==> src/rtl/pipe_stage_reg.sv <==
// Generic inter-stage pipeline register with valid/ready handshake, flush and optional skid entry.
// Data payload survives bubbles; control payload reads as zero whenever the stage is empty.
module pipe_stage_reg #(
  parameter int unsigned DATA_W = 32,
  parameter int unsigned CTRL_W = 8,
  parameter int unsigned SKID   = 1
) (
  input  logic              clk_i,
  input  logic              rst_i,
  input  logic              flush_i,
  input  logic              in_valid_i,
  output logic              in_ready_o,
  input  logic [DATA_W-1:0] in_data_i,
  input  logic [CTRL_W-1:0] in_ctrl_i,
  output logic              out_valid_o,
  input  logic              out_ready_i,
  output logic [DATA_W-1:0] out_data_o,
  output logic [CTRL_W-1:0] out_ctrl_o,
  output logic [1:0]        occupancy_o
);

  localparam bit HasSkid = (SKID != 0);

  typedef enum logic [1:0] {
    StEmpty = 2'd0,
    StOne   = 2'd1,
    StTwo   = 2'd2
  } state_e;

  state_e            state_q;
  logic [DATA_W-1:0] main_data_q;
  logic [CTRL_W-1:0] main_ctrl_q;
  logic [DATA_W-1:0] skid_data_q;
  logic [CTRL_W-1:0] skid_ctrl_q;
  logic [1:0]        occ_q;
  logic              in_fire;
  logic              out_fire;

  assign out_valid_o = (state_q != StEmpty);
  assign out_data_o  = main_data_q;
  assign out_ctrl_o  = main_ctrl_q;
  assign occupancy_o = occ_q;

  // With a skid entry, ready is a pure function of state so it never sees out_ready_i.
  generate
    if (HasSkid) begin : g_ready_skid
      assign in_ready_o = (state_q != StTwo);
    end else begin : g_ready_single
      assign in_ready_o = ~out_valid_o | out_ready_i;
    end
  endgenerate

  assign in_fire  = in_valid_i & in_ready_o;
  assign out_fire = out_valid_o & out_ready_i;

  always_ff @(posedge clk_i or posedge rst_i) begin
    if (rst_i) begin
      state_q     <= StEmpty;
      occ_q       <= 2'd0;
      main_data_q <= '0;
      main_ctrl_q <= '0;
      skid_data_q <= '0;
      skid_ctrl_q <= '0;
    end else if (flush_i) begin
      // Any accepted input this cycle is dropped; an out_fire was already consumed downstream.
      state_q     <= StEmpty;
      occ_q       <= 2'd0;
      main_ctrl_q <= '0;
      skid_ctrl_q <= '0;
    end else begin
      case (state_q)
        StEmpty: begin
          if (in_fire) begin
            main_data_q <= in_data_i;
            main_ctrl_q <= in_ctrl_i;
            state_q     <= StOne;
            occ_q       <= 2'd1;
          end
        end
        StOne: begin
          if (in_fire && out_fire) begin
            main_data_q <= in_data_i;
            main_ctrl_q <= in_ctrl_i;
          end else if (in_fire && HasSkid) begin
            skid_data_q <= in_data_i;
            skid_ctrl_q <= in_ctrl_i;
            state_q     <= StTwo;
            occ_q       <= 2'd2;
          end else if (out_fire) begin
            main_ctrl_q <= '0;
            state_q     <= StEmpty;
            occ_q       <= 2'd0;
          end
        end
        StTwo: begin
          if (out_fire) begin
            main_data_q <= skid_data_q;
            main_ctrl_q <= skid_ctrl_q;
            skid_ctrl_q <= '0;
            state_q     <= StOne;
            occ_q       <= 2'd1;
          end
        end
        default: begin
          main_ctrl_q <= '0;
          skid_ctrl_q <= '0;
          state_q     <= StEmpty;
          occ_q       <= 2'd0;
        end
      endcase
    end
  end

  a_occ_matches_valid: assert property (@(posedge clk_i) disable iff (rst_i)
    ((occ_q == 2'd0) == !out_valid_o));

  a_ctrl_zero_when_empty: assert property (@(posedge clk_i) disable iff (rst_i)
    (out_valid_o || (main_ctrl_q == '0)));

  a_single_never_two: assert property (@(posedge clk_i) disable iff (rst_i)
    (HasSkid || (occ_q != 2'd2)));

endmodule

==> config.mk <==
export PLATFORM = sky130hd
export DESIGN_NAME = pipe_stage_reg
export DESIGN_NICKNAME = d
export VERILOG_FILES = /design/src/rtl/pipe_stage_reg.sv
export SDC_FILE = /design/constraint.sdc
export NUM_CORES = 1
export LEC_CHECK = 0
export CORE_MARGIN = 2
export CORE_UTILIZATION = 35
export DETAILED_ROUTE_END_ITERATION = 6
export PLACE_DENSITY_LB_ADDON = 0.3
export REMOVE_ABC_BUFFERS = 1
export SYNTH_ARGS = -nofsm -noshare
export SYNTH_HDL_FRONTEND = slang
export SYNTH_SLANG_ARGS = --single-unit
==> constraint.sdc <==
create_clock -name clk_i -period 2.8 [get_ports clk_i]
set_input_delay 0.56 -clock clk_i [delete_from_list [all_inputs] [get_ports clk_i]]
set_output_delay 0.56 -clock clk_i [all_outputs]
set_load 0.01 [all_outputs]
==> results by group <==
Pwr
  – Pwr Total: 3.22 mW
  – Leakage power total: 2.25 nW
  – Power Density: 655 mW/mm^2
  – Maximum VDD drop: 0.246 mV

Floorplan
  – FP Rows: 37
  – Initial Utilization: 35.6%
  – DIE AREA: 0.0112 sq mm
  – Chip Height: 106 um
  – Core Region: 0.0102 sq mm
  – Die X: 106 um
  – # IOs: 89

Worst setup path
  – R2R Setup Slk: 0.75 ns
  – Reg2reg start: occupancy_o[1]
  – Critical path's top delay family: flip-flops
  – Critical Path RT: 2.24 ns
  – Slowest CP cell: dfrtp_1
  – R2r worst-path depth: 5
  – CP Buf/Inv Count: 1
  – Setup crit end kind: output port
  – Critical-path cell list: or2_2 -> clkdlybuf4s50_1
  – Crit-path max cell delay: 0.60 ns
  – WS Path Type: reg -> out
  – Worst flop-to-flop path endpoint: out_data_o[10]
  – Critical Path Fanout Max: 11
  – CP Data Arrival Time: 1.79 ns
  – Setup crit start kind: flop
  – Critical path origin: occupancy_o[1]

Yosys
  – Post-synthesis mux area share: 23.4%
  – Post-synthesis sequential area ratio: 56.3%
  – Post-Synth XOR/XNOR Area: 0%
  – Post-synth top area cell: dfrtp_1
  – Syn Area/Cell: 12.1 sq um
  – Post-Synth Adder-Cell Area: 0%
  – Gate Count Post-Synth: 301
  – Mapped Area: 0.00364 sq mm
  – Synth Area in Simple Gates: 6.70%
  – Yosys warns: 0
  – Register bit total from synthesis: 82
  – Compound-cell area share of the yosys netlist: 10.1%
  – Largest family of logic cells by synthesized area: multiplexers
  – Post-synth top area share: 56.3%
  – Post-synthesis cell type count: 23
  – Top cells by area, synth: dfrtp_1 (56%), mux2i_1 (13%), mux2_2 (9.9%), a21oi_1 (4.5%), nor2_1 (4.0%)

Layout
  – Final core utilization: 48.1%
  – ANT cells: 0
  – Commonest non-fill, non-tap cell in the layout: clkdlybuf4s50_1
  – Layout cells sized above 1: 15.9%
  – Final nets: 435
  – Fillers: 958
  – Syn-to-layout area delta: 35.0%
  – Most frequent cells in the layout: clkdlybuf4s50_1 (88), dfrtp_1 (82), mux2i_1 (49), nor2_1 (39), a21oi_1 (33)

Drt
  – WL/cell: 15.0 um
  – Antenna-violating nets left: 0
  – Via count: 2,540
  – Routed WL: 7990 um
  – # DRC: 0
  – DR vias/cell: 4.78
  – Pre-antenna DRT Iters: 4
  – DRT iter0 DRCs: 42

CTS
  – Post-CTS sizing: 0
  – Clock root cell: clkbuf_8
  – Clk pin slew, worst setup/hold paths: 0.08 ns
  – Htree depth: 3
  – CTS Buf Count: 9
  – Postcts setup bufs: 0
  – Clock Latency Late Sink: 0.35 ns
  – Hold_buf cts: 0
  – Clock sinks: 82
  – TritonCTS clock tree: done
  – Max clock buf depth: 2

Timing
  – RSZ-0062 raised after global routing: false
  – Peak Freq: 426 MHz
  – Final Slew Violations: 0
  – Min Tclk post-route: 2.35 ns
  – Final period util: 83.9%
  – Final setup viols: 0
  – Setup_tns: 0 ns
  – Max_slew headroom: 57.2%
  – Worst-Margin Slew: 0.640 ns
  – Final hold violations: 0
  – Hold WS: 0.508 ns
  – Clock skew: 0.00593 ns

Min path
  – Tightest Hold Check Type: reg -> reg
  – Hold_sp: skid_data_q[12]
  – WHS Endpoint: skid_data_q[12]
  – Hold Path Stages: 1

Job
  – Max-cap violations: 0

Placed design
  – Port buffer count: 88
  – Hpwl dp: 5560 um
  – RD Place Congestion: 0.757

GRT
  – Grt total ovfl: 0
  – Vias in the first global route: 2,682
  – Initial antenna violation count: 0
  – Global Route Usage Sum: 14.9%
  – Global-route wire length before repair: 13,300 um
  – Largest net degree at the start of global routing: 50

Outcome
  – Status: complete, no violations
-- where the power goes --
group	switching (mW)	total (mW)	internal (mW)
registers	0.130	1.55	1.42
logic	0.296	0.735	0.439
clock network	0.427	0.933	0.506
total	0.854	3.22	2.37
-- synth_stat cells --
master and count:
a21oi_1 33, a22o_1 9, a2bb2oi_1 1, and2b_1 1, buf_2 13, buf_4 3
clkbuf_1 2, dfrtp_1 82, inv_1 9, mux2_2 32, mux2i_1 49, nand2_1 9
nand2b_1 1, nand3_2 1, nor2_1 39, nor2_2 1, nor2b_1 2, o22a_1 1
o2bb2ai_1 8, o31ai_1 1, o32ai_4 1, or2_2 2, or3b_2 1
-- state kept, by name, indices dropped and copies added (netlist names) --
register	count
skid_data_q	32
occupancy_o	2
out_data_o	32
out_ctrl_o	8
skid_ctrl_q	8
-- metrics by stage --
stage | setup slack, ns | area [sq um] | cells
final | 0.452 | 4920 | 531
after global routing | 0.407 | 4920 | 531
after CTS | 0.450 | 4920 | 531
after detailed placement | 0.328 | 4700 | 515
after global placement | 0.423 | 4700 | 515
after floorplan | 0.132 | 3550 | 283
-- area by class of cell --
cell class	instances	area (sq um)	share of cell area (%)
timing repair buffer	96	978	19.9
clock inverter	6	91.3	1.86
tap	136	170	3.46
sequential	82	2050	41.7
inverter	9	35.0	0.712
multi-input combinational	192	1460	29.8
clock buffer	10	128	2.59
-- routing by layer --
| layer | global-route usage (%) | up-vias | part of all wire [%] |
|---|---|---|---|
| li1 | - | 1232 | - |
| met1 | 18.2 | 1248 | 43 |
| met2 | 26.3 | 48 | 51 |
| met3 | 3.07 | 12 | 3.6 |
| met4 | 4.89 | 0 | 1.7 |
| met5 | 0 | - | 0 |
-- logic make-up (layout without fill, tap and decap cells) --
group | count (synthesis) | count (layout)
and+or+nand+nor | 57 | 57
DFF | 82 | 82
buffers and inverters | 27 | 121
muxes | 81 | 81
AOI/OAI and AO/OA | 54 | 54
-- how the worst max path moves through the flow --
| stage | to | slack [ns] | depth (start not counted) |
|---|---|---|---|
| final | out_valid_o | 0.45 | 2 |
| after global routing | out_valid_o | 0.41 | 2 |
| after CTS | out_valid_o | 0.45 | 2 |
| after detailed placement | out_data_o[4] | 0.33 | 6 |
| after global placement | out_data_o[10] | 0.42 | 6 |
| after floorplan | occupancy_o[0] | 0.13 | 1 |
No activity file was read; power rests on OpenSTA's default activity.
